==> src/rtl/stage5_message_queue_module_pkg.sv <==
// Shared widths, group-word layout and read-FSM state type for the stage 5 message queue.
// Optional slot skipping is selected with the STAGE5_SLOT_SKIP_EN macro in the top module.
package stage5_message_queue_module_pkg;

    localparam int MAX_MESSAGE_BITS          = 32;
    localparam int N_type_control_width      = 4;
    localparam int message_mux_control_width = 3;

    localparam int stage5_fifo_depth = 8;
    localparam int stage5_fifo_aw    = 3;
    localparam int overflow_cnt_bits = 16;

    // One slot as stored in the FIFO; slot 1 sits at group index 0.
    typedef struct packed {
        logic [message_mux_control_width-1:0] mux;
        logic [N_type_control_width-1:0]      n_type;
        logic [MAX_MESSAGE_BITS-1:0]          data;
    } slot_t;

    typedef slot_t [2:0] group_t;

    localparam int stage5_group_bits = $bits(group_t);

    typedef enum logic {
        IDLE,
        EMIT
    } rd_state_t;

    function automatic logic group_has_msg(input group_t g);
        return (g[0].mux != '0) || (g[1].mux != '0) || (g[2].mux != '0);
    endfunction

endpackage

==> src/rtl/stage5_message_queue_module_if.sv <==
// Group-capture and slot-emit bus of the stage 5 message queue.
// The master drives the decoded group and the downstream ready; the slave is the queue.
interface stage5_message_queue_module_if #(
    parameter int FIFO_AW = 3
);
    import stage5_message_queue_module_pkg::*;

    logic                                 message_en_in;
    logic [MAX_MESSAGE_BITS-1:0]          message_1_in;
    logic [MAX_MESSAGE_BITS-1:0]          message_2_in;
    logic [MAX_MESSAGE_BITS-1:0]          message_3_in;
    logic [N_type_control_width-1:0]      N_type_control_m1_in;
    logic [N_type_control_width-1:0]      N_type_control_m2_in;
    logic [N_type_control_width-1:0]      N_type_control_m3_in;
    logic [message_mux_control_width-1:0] message_mux_control_m1_in;
    logic [message_mux_control_width-1:0] message_mux_control_m2_in;
    logic [message_mux_control_width-1:0] message_mux_control_m3_in;
    logic                                 msg_ready_in;

    logic                                 msg_valid_out;
    logic [MAX_MESSAGE_BITS-1:0]          msg_data_out;
    logic [N_type_control_width-1:0]      msg_N_type_out;
    logic [message_mux_control_width-1:0] msg_mux_control_out;
    logic [1:0]                           msg_slot_out;
    logic                                 msg_last_out;
    logic [FIFO_AW:0]                     fifo_level_out;
    logic [overflow_cnt_bits-1:0]         overflow_cnt_out;

    modport master (
        output message_en_in, message_1_in, message_2_in, message_3_in,
               N_type_control_m1_in, N_type_control_m2_in, N_type_control_m3_in,
               message_mux_control_m1_in, message_mux_control_m2_in, message_mux_control_m3_in,
               msg_ready_in,
        input  msg_valid_out, msg_data_out, msg_N_type_out, msg_mux_control_out,
               msg_slot_out, msg_last_out, fifo_level_out, overflow_cnt_out
    );

    modport slave (
        input  message_en_in, message_1_in, message_2_in, message_3_in,
               N_type_control_m1_in, N_type_control_m2_in, N_type_control_m3_in,
               message_mux_control_m1_in, message_mux_control_m2_in, message_mux_control_m3_in,
               msg_ready_in,
        output msg_valid_out, msg_data_out, msg_N_type_out, msg_mux_control_out,
               msg_slot_out, msg_last_out, fifo_level_out, overflow_cnt_out
    );

endinterface

==> src/rtl/stage5_message_queue_module_group_fifo.sv <==
// Group FIFO: synchronous-write RAM with a registered read port plus pointer and level tracking.
// The caller only asserts wr_en when not full and rd_en when not empty.
module stage5_group_fifo_module #(
    parameter int DEPTH = 8,
    parameter int AW    = 3,
    parameter int WIDTH = 8
) (
    input  logic             clk,
    input  logic             rst_n,
    input  logic             wr_en,
    input  logic [WIDTH-1:0] wr_data,
    input  logic             rd_en,
    output logic [WIDTH-1:0] rd_data,
    output logic [AW:0]      level,
    output logic             full,
    output logic             empty
);

    logic [WIDTH-1:0] mem [DEPTH];
    logic [WIDTH-1:0] rd_data_reg;
    logic [AW-1:0]    wr_ptr_reg;
    logic [AW-1:0]    rd_ptr_reg;
    logic [AW:0]      level_reg;

    // RAM and its read register carry no reset so they map onto block RAM.
    always_ff @(posedge clk) begin
        if (wr_en) begin
            mem[wr_ptr_reg] <= wr_data;
        end
        if (rd_en) begin
            rd_data_reg <= mem[rd_ptr_reg];
        end
    end

    always_ff @(posedge clk or negedge rst_n) begin
        if (!rst_n) begin
            wr_ptr_reg <= '0;
            rd_ptr_reg <= '0;
            level_reg  <= '0;
        end else begin
            if (wr_en) begin
                wr_ptr_reg <= wr_ptr_reg + 1'b1;
            end
            if (rd_en) begin
                rd_ptr_reg <= rd_ptr_reg + 1'b1;
            end
            case ({wr_en, rd_en})
                2'b10:   level_reg <= level_reg + 1'b1;
                2'b01:   level_reg <= level_reg - 1'b1;
                default: level_reg <= level_reg;
            endcase
        end
    end

    assign rd_data = rd_data_reg;
    assign level   = level_reg;
    assign full    = (level_reg == (AW+1)'(DEPTH));
    assign empty   = (level_reg == '0);

endmodule

==> src/rtl/stage5_message_queue_module.sv <==
// Stage 5 message queue: buffers decoded groups and emits their slots over valid/ready.
// Macro STAGE5_SLOT_SKIP_EN: skip empty slots (mux control 0) and never store all-empty groups.
module stage5_message_queue_module
    import stage5_message_queue_module_pkg::*;
#(
    parameter int FIFO_DEPTH = stage5_fifo_depth,
    parameter int FIFO_AW    = stage5_fifo_aw
) (
    input logic clk,
    input logic rst_n,
    stage5_message_queue_module_if.slave bus
);

    group_t                       wr_group;
    group_t                       held_group;
    logic [stage5_group_bits-1:0] held_bits;
    logic                         group_ok;
    logic                         wr_en;
    logic                         drop;
    logic                         pop;
    logic                         full;
    logic                         empty;
    logic [FIFO_AW:0]             level;

    rd_state_t                    state_reg;
    logic [1:0]                   slot_reg;
    logic [overflow_cnt_bits-1:0] ovf_cnt_reg;
    logic [1:0]                   cur_slot;
    logic                         cur_last;

    assign wr_group[0] = '{mux: bus.message_mux_control_m1_in, n_type: bus.N_type_control_m1_in, data: bus.message_1_in};
    assign wr_group[1] = '{mux: bus.message_mux_control_m2_in, n_type: bus.N_type_control_m2_in, data: bus.message_2_in};
    assign wr_group[2] = '{mux: bus.message_mux_control_m3_in, n_type: bus.N_type_control_m3_in, data: bus.message_3_in};

`ifdef STAGE5_SLOT_SKIP_EN
    logic [2:0] slot_full;
    logic       later_full;

    assign group_ok = group_has_msg(wr_group);

    for (genvar gi = 0; gi < 3; gi++) begin : g_slot_full
        assign slot_full[gi] = (held_group[gi].mux != '0);
    end

    // slot_reg is the lowest slot still eligible; the emitted slot is the first non-empty one from there.
    always_comb begin
        cur_slot   = 2'd0;
        cur_last   = 1'b0;
        later_full = 1'b0;
        if (slot_reg != 2'd0) begin
            for (int i = 3; i >= 1; i--) begin
                if (i >= int'(slot_reg) && slot_full[i-1]) begin
                    cur_slot = 2'(i);
                end
            end
            for (int i = 1; i <= 3; i++) begin
                if (i > int'(cur_slot) && slot_full[i-1]) begin
                    later_full = 1'b1;
                end
            end
            cur_last = (cur_slot != 2'd0) && !later_full;
        end
    end
`else
    assign group_ok = 1'b1;

    always_comb begin
        cur_slot = slot_reg;
        cur_last = (slot_reg == 2'd3);
    end
`endif

    // Full is judged on the level before any same-cycle pop, so a strobe at full is always dropped.
    assign wr_en = bus.message_en_in && group_ok && !full;
    assign drop  = bus.message_en_in && group_ok && full;
    assign pop   = !empty && ((state_reg == IDLE) ||
                              ((state_reg == EMIT) && bus.msg_ready_in && cur_last));

    stage5_group_fifo_module #(
        .DEPTH (FIFO_DEPTH),
        .AW    (FIFO_AW),
        .WIDTH (stage5_group_bits)
    ) u_group_fifo (
        .clk     (clk),
        .rst_n   (rst_n),
        .wr_en   (wr_en),
        .wr_data (wr_group),
        .rd_en   (pop),
        .rd_data (held_bits),
        .level   (level),
        .full    (full),
        .empty   (empty)
    );

    assign held_group = group_t'(held_bits);

    always_ff @(posedge clk or negedge rst_n) begin
        if (!rst_n) begin
            state_reg   <= IDLE;
            slot_reg    <= 2'd0;
            ovf_cnt_reg <= '0;
        end else begin
            if (drop && (ovf_cnt_reg != '1)) begin
                ovf_cnt_reg <= ovf_cnt_reg + 1'b1;
            end
            case (state_reg)
                IDLE: begin
                    if (!empty) begin
                        state_reg <= EMIT;
                        slot_reg  <= 2'd1;
                    end
                end
                EMIT: begin
                    if (bus.msg_ready_in) begin
                        if (!cur_last) begin
                            slot_reg <= cur_slot + 2'd1;
                        end else if (!empty) begin
                            slot_reg <= 2'd1;
                        end else begin
                            state_reg <= IDLE;
                        end
                    end
                end
                default: state_reg <= IDLE;
            endcase
        end
    end

    // Outputs come from the holding register and slot cursor, so they stay put while idle.
    assign bus.msg_valid_out       = (state_reg == EMIT);
    assign bus.msg_slot_out        = cur_slot;
    assign bus.msg_last_out        = cur_last;
    assign bus.msg_data_out        = (cur_slot == 2'd0) ? '0 : held_group[cur_slot - 2'd1].data;
    assign bus.msg_N_type_out      = (cur_slot == 2'd0) ? '0 : held_group[cur_slot - 2'd1].n_type;
    assign bus.msg_mux_control_out = (cur_slot == 2'd0) ? '0 : held_group[cur_slot - 2'd1].mux;
    assign bus.fifo_level_out      = level;
    assign bus.overflow_cnt_out    = ovf_cnt_reg;

endmodule
==> src/flat_wrapper.sv <==
// flat-port wrapper written by rule: the top's interface ports become plain ports
module stage5_message_queue_module_flat import stage5_message_queue_module_pkg::*;
#(
    parameter int FIFO_DEPTH = stage5_fifo_depth,
    parameter int FIFO_AW    = stage5_fifo_aw
)
  (clk, rst_n, bus_message_en_in, bus_message_1_in, bus_message_2_in, bus_message_3_in, bus_N_type_control_m1_in, bus_N_type_control_m2_in, bus_N_type_control_m3_in, bus_message_mux_control_m1_in, bus_message_mux_control_m2_in, bus_message_mux_control_m3_in, bus_msg_ready_in, bus_msg_valid_out, bus_msg_data_out, bus_msg_N_type_out, bus_msg_mux_control_out, bus_msg_slot_out, bus_msg_last_out, bus_fifo_level_out, bus_overflow_cnt_out);
  stage5_message_queue_module_if #(.FIFO_AW(FIFO_AW)) bus_i ();
  input logic clk;
  input logic rst_n;
  input wire logic [$bits(bus_i.message_en_in)-1:0] bus_message_en_in;
  input wire logic [$bits(bus_i.message_1_in)-1:0] bus_message_1_in;
  input wire logic [$bits(bus_i.message_2_in)-1:0] bus_message_2_in;
  input wire logic [$bits(bus_i.message_3_in)-1:0] bus_message_3_in;
  input wire logic [$bits(bus_i.N_type_control_m1_in)-1:0] bus_N_type_control_m1_in;
  input wire logic [$bits(bus_i.N_type_control_m2_in)-1:0] bus_N_type_control_m2_in;
  input wire logic [$bits(bus_i.N_type_control_m3_in)-1:0] bus_N_type_control_m3_in;
  input wire logic [$bits(bus_i.message_mux_control_m1_in)-1:0] bus_message_mux_control_m1_in;
  input wire logic [$bits(bus_i.message_mux_control_m2_in)-1:0] bus_message_mux_control_m2_in;
  input wire logic [$bits(bus_i.message_mux_control_m3_in)-1:0] bus_message_mux_control_m3_in;
  input wire logic [$bits(bus_i.msg_ready_in)-1:0] bus_msg_ready_in;
  output wire logic [$bits(bus_i.msg_valid_out)-1:0] bus_msg_valid_out;
  output wire logic [$bits(bus_i.msg_data_out)-1:0] bus_msg_data_out;
  output wire logic [$bits(bus_i.msg_N_type_out)-1:0] bus_msg_N_type_out;
  output wire logic [$bits(bus_i.msg_mux_control_out)-1:0] bus_msg_mux_control_out;
  output wire logic [$bits(bus_i.msg_slot_out)-1:0] bus_msg_slot_out;
  output wire logic [$bits(bus_i.msg_last_out)-1:0] bus_msg_last_out;
  output wire logic [$bits(bus_i.fifo_level_out)-1:0] bus_fifo_level_out;
  output wire logic [$bits(bus_i.overflow_cnt_out)-1:0] bus_overflow_cnt_out;
  assign bus_i.message_en_in = bus_message_en_in;
  assign bus_i.message_1_in = bus_message_1_in;
  assign bus_i.message_2_in = bus_message_2_in;
  assign bus_i.message_3_in = bus_message_3_in;
  assign bus_i.N_type_control_m1_in = bus_N_type_control_m1_in;
  assign bus_i.N_type_control_m2_in = bus_N_type_control_m2_in;
  assign bus_i.N_type_control_m3_in = bus_N_type_control_m3_in;
  assign bus_i.message_mux_control_m1_in = bus_message_mux_control_m1_in;
  assign bus_i.message_mux_control_m2_in = bus_message_mux_control_m2_in;
  assign bus_i.message_mux_control_m3_in = bus_message_mux_control_m3_in;
  assign bus_i.msg_ready_in = bus_msg_ready_in;
  assign bus_msg_valid_out = bus_i.msg_valid_out;
  assign bus_msg_data_out = bus_i.msg_data_out;
  assign bus_msg_N_type_out = bus_i.msg_N_type_out;
  assign bus_msg_mux_control_out = bus_i.msg_mux_control_out;
  assign bus_msg_slot_out = bus_i.msg_slot_out;
  assign bus_msg_last_out = bus_i.msg_last_out;
  assign bus_fifo_level_out = bus_i.fifo_level_out;
  assign bus_overflow_cnt_out = bus_i.overflow_cnt_out;
  stage5_message_queue_module #(.FIFO_DEPTH(FIFO_DEPTH), .FIFO_AW(FIFO_AW)) u_core (.clk(clk), .rst_n(rst_n), .bus(bus_i));
endmodule
==> config.mk <==
export PLATFORM = sky130hd
export DESIGN_NAME = stage5_message_queue_module_flat
export DESIGN_NICKNAME = d
export VERILOG_FILES = /design/src/rtl/stage5_message_queue_module_pkg.sv /design/src/rtl/stage5_message_queue_module_if.sv /design/src/rtl/stage5_message_queue_module_group_fifo.sv /design/src/rtl/stage5_message_queue_module.sv /design/src/flat_wrapper.sv
export SDC_FILE = /design/constraint.sdc
export NUM_CORES = 1
export LEC_CHECK = 0
export CAP_MARGIN = 15
export CORE_MARGIN = 5
export CORE_UTILIZATION = 45
export CTS_BUF_LIST = sky130_fd_sc_hd__clkbuf_16
export DETAILED_ROUTE_END_ITERATION = 10
export GPL_ROUTABILITY_DRIVEN = 0
export PLACE_DENSITY = 0.66
export SYNTH_ARGS = -nofsm -noshare
export SYNTH_HDL_FRONTEND = slang
export SYNTH_SLANG_ARGS = --single-unit
==> constraint.sdc <==
create_clock -name clk -period 16.1 [get_ports clk]
set_clock_uncertainty 0.2 [all_clocks]
set_input_delay 3.22 -clock clk [delete_from_list [all_inputs] [get_ports clk]]
set_output_delay 3.22 -clock clk [all_outputs]
set_load 0.01 [all_outputs]
==> results of run 1 <==
-- routing by layer --
metal / vias up / global-route usage (%) / part of all wire (%)
met5: - / 0 / 0.12
met4: 18 / 5.03 / 2.9
met3: 168 / 5.89 / 8.5
met2: 650 / 31.6 / 49
met1: 9926 / 25.9 / 39
li1: 7943 / - / -
-- cell families (layout without fill, tap and decap cells) --
group / Yosys count / after routing / share of synthesized area [%]
other: 0 / 9 / 0
buffers and inverters: 91 / 406 / 1.42
muxes: 394 / 394 / 17.5
and+or+nand+nor: 146 / 146 / 1.56
AOI/OAI and AO/OA: 48 / 48 / 0.617
adders and majority gates: 10 / 10 / 0.320
xor gates and xnor gates: 22 / 22 / 0.465
DFF: 1082 / 1082 / 78.1
-- per-stage QoR --
step | worst slack (ns) | utilization, % | hold WS [ns] | instances
floorplan | 0.298 | - | 0.322 | 1793
global placement | 8.13 | 48.6 | 0.286 | 3099
detailed placement | 8.88 | 48.7 | 0.296 | 3100
CTS | 8.13 | 52.3 | 0.305 | 3293
global route | 7.92 | 52.3 | 0.317 | 3294
finish | 8.15 | 52.3 | 0.299 | 3303
-- worst reg2reg max path: cells and delay by family (launching register included) --
kind	cells	cell delay, ns
DFF	1	0.88
muxes	1	0.53
buffers and inverters	2	1.83
-- final cells by class --
| class | instances | area, um^2 |
|---|---|---|
| Antenna cell | 9 | 22.5 |
| Clock buffer | 108 | 2700 |
| Clock inverter | 85 | 611 |
| Fill cell | 6894 | 43600 |
| Inverter | 6 | 22.5 |
| Multi-Input combinational cell | 620 | 8540 |
| Sequential cell | 1082 | 32400 |
| Tap cell | 1186 | 1480 |
| Timing Repair Buffer | 207 | 2160 |
-- placed cells by master, fill, tap and decap left out, drive strengths merged, types with 12 or more instances in the layout --
cell	netlist	routed
xor2	17	17
buf	61	24
clkinv	1	46
nor3	12	12
inv	5	36
clkbuf	24	108
nand2	21	21
mux2	119	119
dfrtp	29	29
mux4	234	234
a21oi	40	40
nor2	87	87
mux2i	41	41
clkdlybuf4s50	0	183
edfxtp	1053	1053
-- power groups by stage --
stage	sequential (mW)	clock, mW	combinational (mW)
after floorplan	3.90	0	1.86
after global placement	4.03	0	2.54
after detailed placement	4.04	0	2.57
after CTS	3.99	2.38	2.58
after global routing	4.01	2.50	2.70
final	3.98	2.33	2.53
-- final timing paths --
path	cells past startpoint	slack (ns)	end
max	6	8.15	bus_msg_data_out[12]
min	1	0.30	u_core.bus.overflow_cnt_out[15]$_DFFE_PN0P_
max reg2reg	3	12.38	u_core.u_group_fifo.rd_data[104]$_DFFE_PP_
min reg2reg	1	0.30	u_core.bus.overflow_cnt_out[15]$_DFFE_PN0P_
max in group asynchronous	2	12.58	u_core.u_group_fifo.rd_ptr_reg[2]$_DFFE_PN0P_
min in group asynchronous	2	2.76	u_core.u_group_fifo.level[3]$_DFFE_PN0P_
==> run summary, run 1 <==
======================================================================================================
Post-detailed-placement half-perimeter wirelength .......................................      56.0 mm
Antenna-violating nets left .............................................................            0
Top cell types by occurrence after synthesis ............................................ sky130_fd_sc_hd__edfxtp_1, sky130_fd_sc_hd__mux4_2, sky130_fd_sc_hd__nor2_1, sky130_fd_sc_hd__mux2_2, sky130_fd_sc_hd__mux2_4
Number of nets in the finished design ...................................................        2,154
Setup Fix Bufs, Post-CTS ................................................................            0
Count of maximum capacitance violations .................................................            0
CTS HTree Levels ........................................................................            3
VDD IR max ..............................................................................       161 uV
Kind of critical path ...................................................................   reg -> out
Initial core utilization ................................................................        45.2%
Hold Buf Count CTS ......................................................................            0
Warning count from the yosys run ........................................................            0
Die W ...................................................................................       313 um
# port buffers ..........................................................................          183
Via count ...............................................................................       18,705
Placeable core region ...................................................................  91,500 um^2
Final-report setup violation count ......................................................            0
Clock period minus worst slack ..........................................................      7.95 ns
Post-synthesis cell count ...............................................................        1,793
Number of enable flip-flop cells after synthesis ........................................        1,053
DRC errors left .........................................................................            0
Crit-path cells ......................................................................... clkinv_1, ha_4, nor2b_4, a21oi_1, nor2_1, clkdlybuf4s50_1
Leakage Power ...........................................................................      15.6 nW
Power share of the clock group ..........................................................        26.3%
Maximum number of pins on one net before global-route repair ............................          122
Combinational power share ...............................................................        28.6%
Sequential area share after synthesis ...................................................        78.1%
Clock transition at the register clock pins on the worst setup and hold paths after CTS .      0.06 ns
Int Pwr .................................................................................      6.26 mW
Remaining global-route overflow .........................................................            0
IO Pins .................................................................................          184
Seq cells post-synth ....................................................................        1,082
First-pass GRT wire length ..............................................................       138 mm
Critical path endpoint category .........................................................   output pin
Drt pass-1 iters ........................................................................            6
Number of buffers on the longest clock path .............................................            3
Part of the total power dissipated in sequential elements ...............................        45.1%
Crit path launch type ...................................................................     register
Cell type of the slowest stage on the worst timing path ................................. sky130_fd_sc_hd__ha_4
Chip height .............................................................................       313 um
Setup repair after global routing missed its margin .....................................        false
Transition at the pin with the smallest max-transition slack ............................      1.15 ns
Most used DFF post-synth ................................................................ sky130_fd_sc_hd__edfxtp_1
Clk Latency, worst-skew pair ............................................................      0.68 ns
Wirelength, routed ......................................................................      95.5 mm
Layout cell share with drive strength beyond 1 ..........................................        25.1%
Number of global-route vias before repair ...............................................       19,163
Drt via density .........................................................................         5.66
CP peak stage delay .....................................................................      0.98 ns
Most repeated cell in the gate-level netlist after synthesis ............................ sky130_fd_sc_hd__edfxtp_1
Buffering stage count on the worst path with inverters included .........................            2
Global router's overall resource usage ..................................................        19.4%
Overall power consumption ...............................................................      8.84 mW
Number of antenna violations at the first check in global routing .......................           32
Area enclosed by the die boundary .......................................................  98,200 um^2
Area after DPL ..........................................................................  44,500 um^2
Largest fanout on the critical path .....................................................           42
Arrival time at the worst endpoint ......................................................      4.53 ns
Number of flip-flops under the largest register name ....................................          936
Cts repair resizes ......................................................................            0
Maximum clock rate ......................................................................      126 MHz
Post-synth top area share ...............................................................        76.4%
Final period util .......................................................................        49.4%
Routed length per instance ..............................................................      28.9 um
Clock buffers created by TritonCTS ......................................................          106
Switching part of the total .............................................................        29.2%
Biggest area contributors in the synthesized netlist .................................... sky130_fd_sc_hd__edfxtp_1, sky130_fd_sc_hd__mux4_2, sky130_fd_sc_hd__mux2_4
Launching point of the worst reg2reg path ............................................... u_core.u_group_fifo.rd_ptr_reg[2]$_DFFE_PN0P_
Power dissipated by switching net loads .................................................      2.58 mW
Std-Cell Rows ...........................................................................          111
Family of cells with the greatest summed delay on the critical path ..................... buffers and inverters
Share of async-settable or async-resettable flops after synthesis .......................        2.68%
Hold violation count in the final report ................................................            0
Cell at the root of the clock tree ...................................................... sky130_fd_sc_hd__clkbuf_16
Cell area after synthesis ...............................................................  41,400 um^2
Run status .............................................................................. complete, no violations
Required time of the critical path ......................................................     12.68 ns
DRT iter0 DRCs ..........................................................................        2,130
Hold crit path type .....................................................................   reg -> reg
Average cell area after synthesis .......................................................    23.1 um^2
Startpoint of the most critical setup path .............................................. u_core.bus.msg_slot_out[0]$_DFFE_PN0P_
Worst relative slew slack ...............................................................        23.2%
Final Slew Violations ...................................................................            0
Cell taking the most area after synthesis ............................................... sky130_fd_sc_hd__edfxtp_1
Power density of the placed cells .......................................................  185 nW/um^2
Count of clock tree sinks ...............................................................        1,082
Post-route cell area ....................................................................  47,900 um^2
Number of distinct library cells after synthesis ........................................           42
Synth-to-layout area growth .............................................................        15.7%
Number of nets produced by synthesis ....................................................        1,924
TritonCTS clock tree ....................................................................         done
Startpoint of the most critical hold path ............................................... u_core.bus.overflow_cnt_out[15]$_DFFE_PN0P_
Setup_tns ...............................................................................         0 ns
======================================================================================================
(Power assumes the default switching activity.)
==> run 2, diff against run 1 <==
PLACE_DENSITY = 0.69   (was 0.66)
clock period = 6.5 ns   (was 16.1 ns; I/O delays follow)
==> run summary, run 2 (synthesized netlist as in run 1, its figures left out) <==
======================================================================================================
Run status .............................................................................. complete, no violations   unchanged
Final-report setup violation count ......................................................            0   unchanged
CP peak stage delay .....................................................................      0.67 ns   was 0.98 ns
First-pass GRT wire length ..............................................................       135 mm   was 138 mm
Post-detailed-placement half-perimeter wirelength .......................................      52.8 mm   was 56.0 mm
Final hold slack ........................................................................     0.299 ns   about the same
Remaining global-route overflow .........................................................            0   unchanged
Cell with the most instances on the worst path .......................................... sky130_fd_sc_hd__nor2_1
Commonest non-fill, non-tap cells in the layout ......................................... sky130_fd_sc_hd__edfxtp_1, sky130_fd_sc_hd__mux4_2, sky130_fd_sc_hd__clkdlybuf4s50_1   unchanged
Drt via density .........................................................................         5.68   was 5.66
Arrival time at the worst endpoint ......................................................      3.76 ns   was 4.53 ns
Kind of critical path ...................................................................   reg -> out   unchanged
Required time of the critical path ......................................................      5.00 ns   was 12.68 ns
Global router's overall resource usage ..................................................        18.6%   was 19.4%
Cts repair resizes ......................................................................            0   unchanged
Number of antenna violations at the first check in global routing .......................           26   was 32
Global routing usage on met3 ............................................................        4.54%   was 5.89%
Count of clock tree sinks ...............................................................        1,082   unchanged
Hold violation count in the final report ................................................            0   unchanged
Worst relative slew slack ...............................................................        23.3%   was 23.2%
Initial core utilization ................................................................        45.2%   unchanged
Clock buffers created by TritonCTS ......................................................          105   was 106
Wirelength, routed ......................................................................      92.3 mm   was 95.5 mm
Crit path launch type ...................................................................     register   unchanged
Routed length per instance ..............................................................      27.9 um   was 28.9 um
Cell at the root of the clock tree ...................................................... sky130_fd_sc_hd__clkbuf_16   unchanged
Placeable core region ...................................................................  91,500 um^2   unchanged
DRC errors left .........................................................................            0   unchanged
Maximum clock rate ......................................................................      190 MHz
Number of flip-flops under the largest register name ....................................          936   unchanged
Placed insts ............................................................................        3,107   was 3,100
Std-Cell Rows ...........................................................................          111   unchanged
IO Pins .................................................................................          184   unchanged
Number of global-route vias before repair ...............................................       19,277   was 19,163
Antenna-violating nets left .............................................................            0   unchanged
Transition at the pin with the smallest max-transition slack ............................      1.14 ns   was 1.15 ns
Final period util .......................................................................        80.9%
Hold crit path type .....................................................................   reg -> reg   unchanged
Final Slew Violations ...................................................................            0   unchanged
Synth-to-layout area growth .............................................................        15.9%   was 15.7%
Drt pass-1 iters ........................................................................            7   was 6
Area enclosed by the die boundary .......................................................  98,200 um^2   unchanged
CTS HTree Levels ........................................................................            3   unchanged
Met2 capacity usage during global routing ...............................................        29.5%   was 31.6%
Setup repair after global routing missed its margin .....................................        false   unchanged
Layout cell share with drive strength beyond 1 ..........................................        25.5%   was 25.1%
Chip height .............................................................................       313 um   unchanged
Most common cell after layout, fill and taps aside ...................................... sky130_fd_sc_hd__edfxtp_1   unchanged
Count of non-filler cells in the finished layout ........................................        3,305   was 3,303
Cell type of the slowest stage on the worst timing path ................................. sky130_fd_sc_hd__mux2i_1   was sky130_fd_sc_hd__ha_4
Met1 usage ..............................................................................        26.0%   was 25.9%
Die W ...................................................................................       313 um   unchanged
Clk Latency, worst-skew pair ............................................................      0.66 ns   was 0.68 ns
Number of buffers on the longest clock path .............................................            3   unchanged
Largest fanout on the critical path .....................................................           41   was 42
Setup Fix Bufs, Post-CTS ................................................................            0   unchanged
Count of maximum capacitance violations .................................................            0   unchanged
TritonCTS clock tree ....................................................................         done   unchanged
Maximum number of pins on one net before global-route repair ............................          119   was 122
Power density of the placed cells .......................................................  457 nW/um^2   was 185 nW/um^2
Via count ...............................................................................       18,774   was 18,705
Number of nets in the finished design ...................................................        2,159   was 2,154
Leakage Power ...........................................................................      15.6 nW   about the same
VDD IR max ..............................................................................       419 uV   was 161 uV
Busiest layer in global routing .........................................................         met2   unchanged
Crit-path cells ......................................................................... inv_1, ha_2, buf_4, mux2i_1, nor2_1, a21oi_1, nor2_1, clkdlybuf4s50_1   was clkinv_1, ha_4, nor2b_4, a21oi_1, nor2_1, clkdlybuf4s50_1
Hold Buf Count CTS ......................................................................            0   unchanged
Critical path endpoint category .........................................................   output pin   unchanged
DRT iter0 DRCs ..........................................................................        2,112   was 2,130
Clock transition at the register clock pins on the worst setup and hold paths after CTS .      0.06 ns   about the same
# port buffers ..........................................................................          183   unchanged
Clock period minus worst slack ..........................................................      5.26 ns
======================================================================================================
run 2: cell count changes in the layout (fill, tap and decap cells not counted), sizes merged:
cell,previous run,this run
buf,24,30
clkbuf,108,106
bufinv,6,7
diode,9,12
inv,36,31
clkinvlp,3,2
run 2: final timing paths:
path / depth (start not counted) / endpoint / startpoint / slack [ns]
setup / recovery: 8 / bus_msg_data_out[27] / u_core.bus.msg_slot_out[0]$_DFFE_PN0P_ / 1.24
hold / removal: 1 / u_core.bus.overflow_cnt_out[15]$_DFFE_PN0P_ / u_core.bus.overflow_cnt_out[15]$_DFFE_PN0P_ / 0.30
setup reg to reg: 5 / u_core.u_group_fifo.rd_data[21]$_DFFE_PP_ / u_core.bus.msg_slot_out[0]$_DFFE_PN0P_ / 3.21
hold reg to reg: 1 / u_core.bus.overflow_cnt_out[15]$_DFFE_PN0P_ / u_core.bus.overflow_cnt_out[15]$_DFFE_PN0P_ / 0.30
max in group asynchronous: 2 / u_core.u_group_fifo.rd_ptr_reg[0]$_DFFE_PN0P_ / rst_n / 4.92
min in group asynchronous: 2 / u_core.bus.overflow_cnt_out[0]$_DFFE_PN0P_ / rst_n / 0.85
run 2: layer usage:
layer | share of wire [%] | up-vias
li1 | - | 7941
met4 | 2.7 | 26
met2 | 49 | 648
met5 | 0.19 | -
met1 | 41 | 10000
met3 | 7.4 | 159
run 2: final cells by class:
type | instances | area (um^2)
fillers | 6880 | 43600
diodes | 12 | 30.0
flip-flops and latches | 1082 | 32400
clock buffers | 106 | 2650
clock inverters | 80 | 582
inverters | 6 | 22.5
well taps | 1186 | 1480
repair buffers | 213 | 2270
multi-input cells | 620 | 8560
run 2: critical path: cells and delay by family, from the launching register on:
| family | cells | cell delay, ns |
|---|---|---|
| compound gates | 1 | 0.14 |
| fa+ha+maj | 1 | 0.33 |
| buf+inv | 3 | 1.23 |
| flops | 1 | 0.48 |
| mux | 1 | 0.67 |
| simple gates | 2 | 0.17 |
run 2: stage by stage:
stage                     setup slack (ns)  setup TNS, ns  utilization [%]  total power [mW]  cell area, um^2
after floorplan                     -0.867        -571.95                -              14.2            41400
after global placement                1.95              0             48.8              16.4            44700
after detailed placement              1.91              0             48.8              16.5            44700
after CTS                             1.20              0             52.4              22.2            47900
after global routing                  1.04              0             52.4              22.9            47900
final                                 1.24              0             52.4              21.9            48000
run 2: power breakdown:
group / switching, mW / total (mW) / internal [mW]
Sequential: 0.533 / 9.59 / 9.06
Combinational: 3.44 / 6.64 / 3.20
Clock: 2.47 / 5.70 / 3.22
Total: 6.45 / 21.9 / 15.5
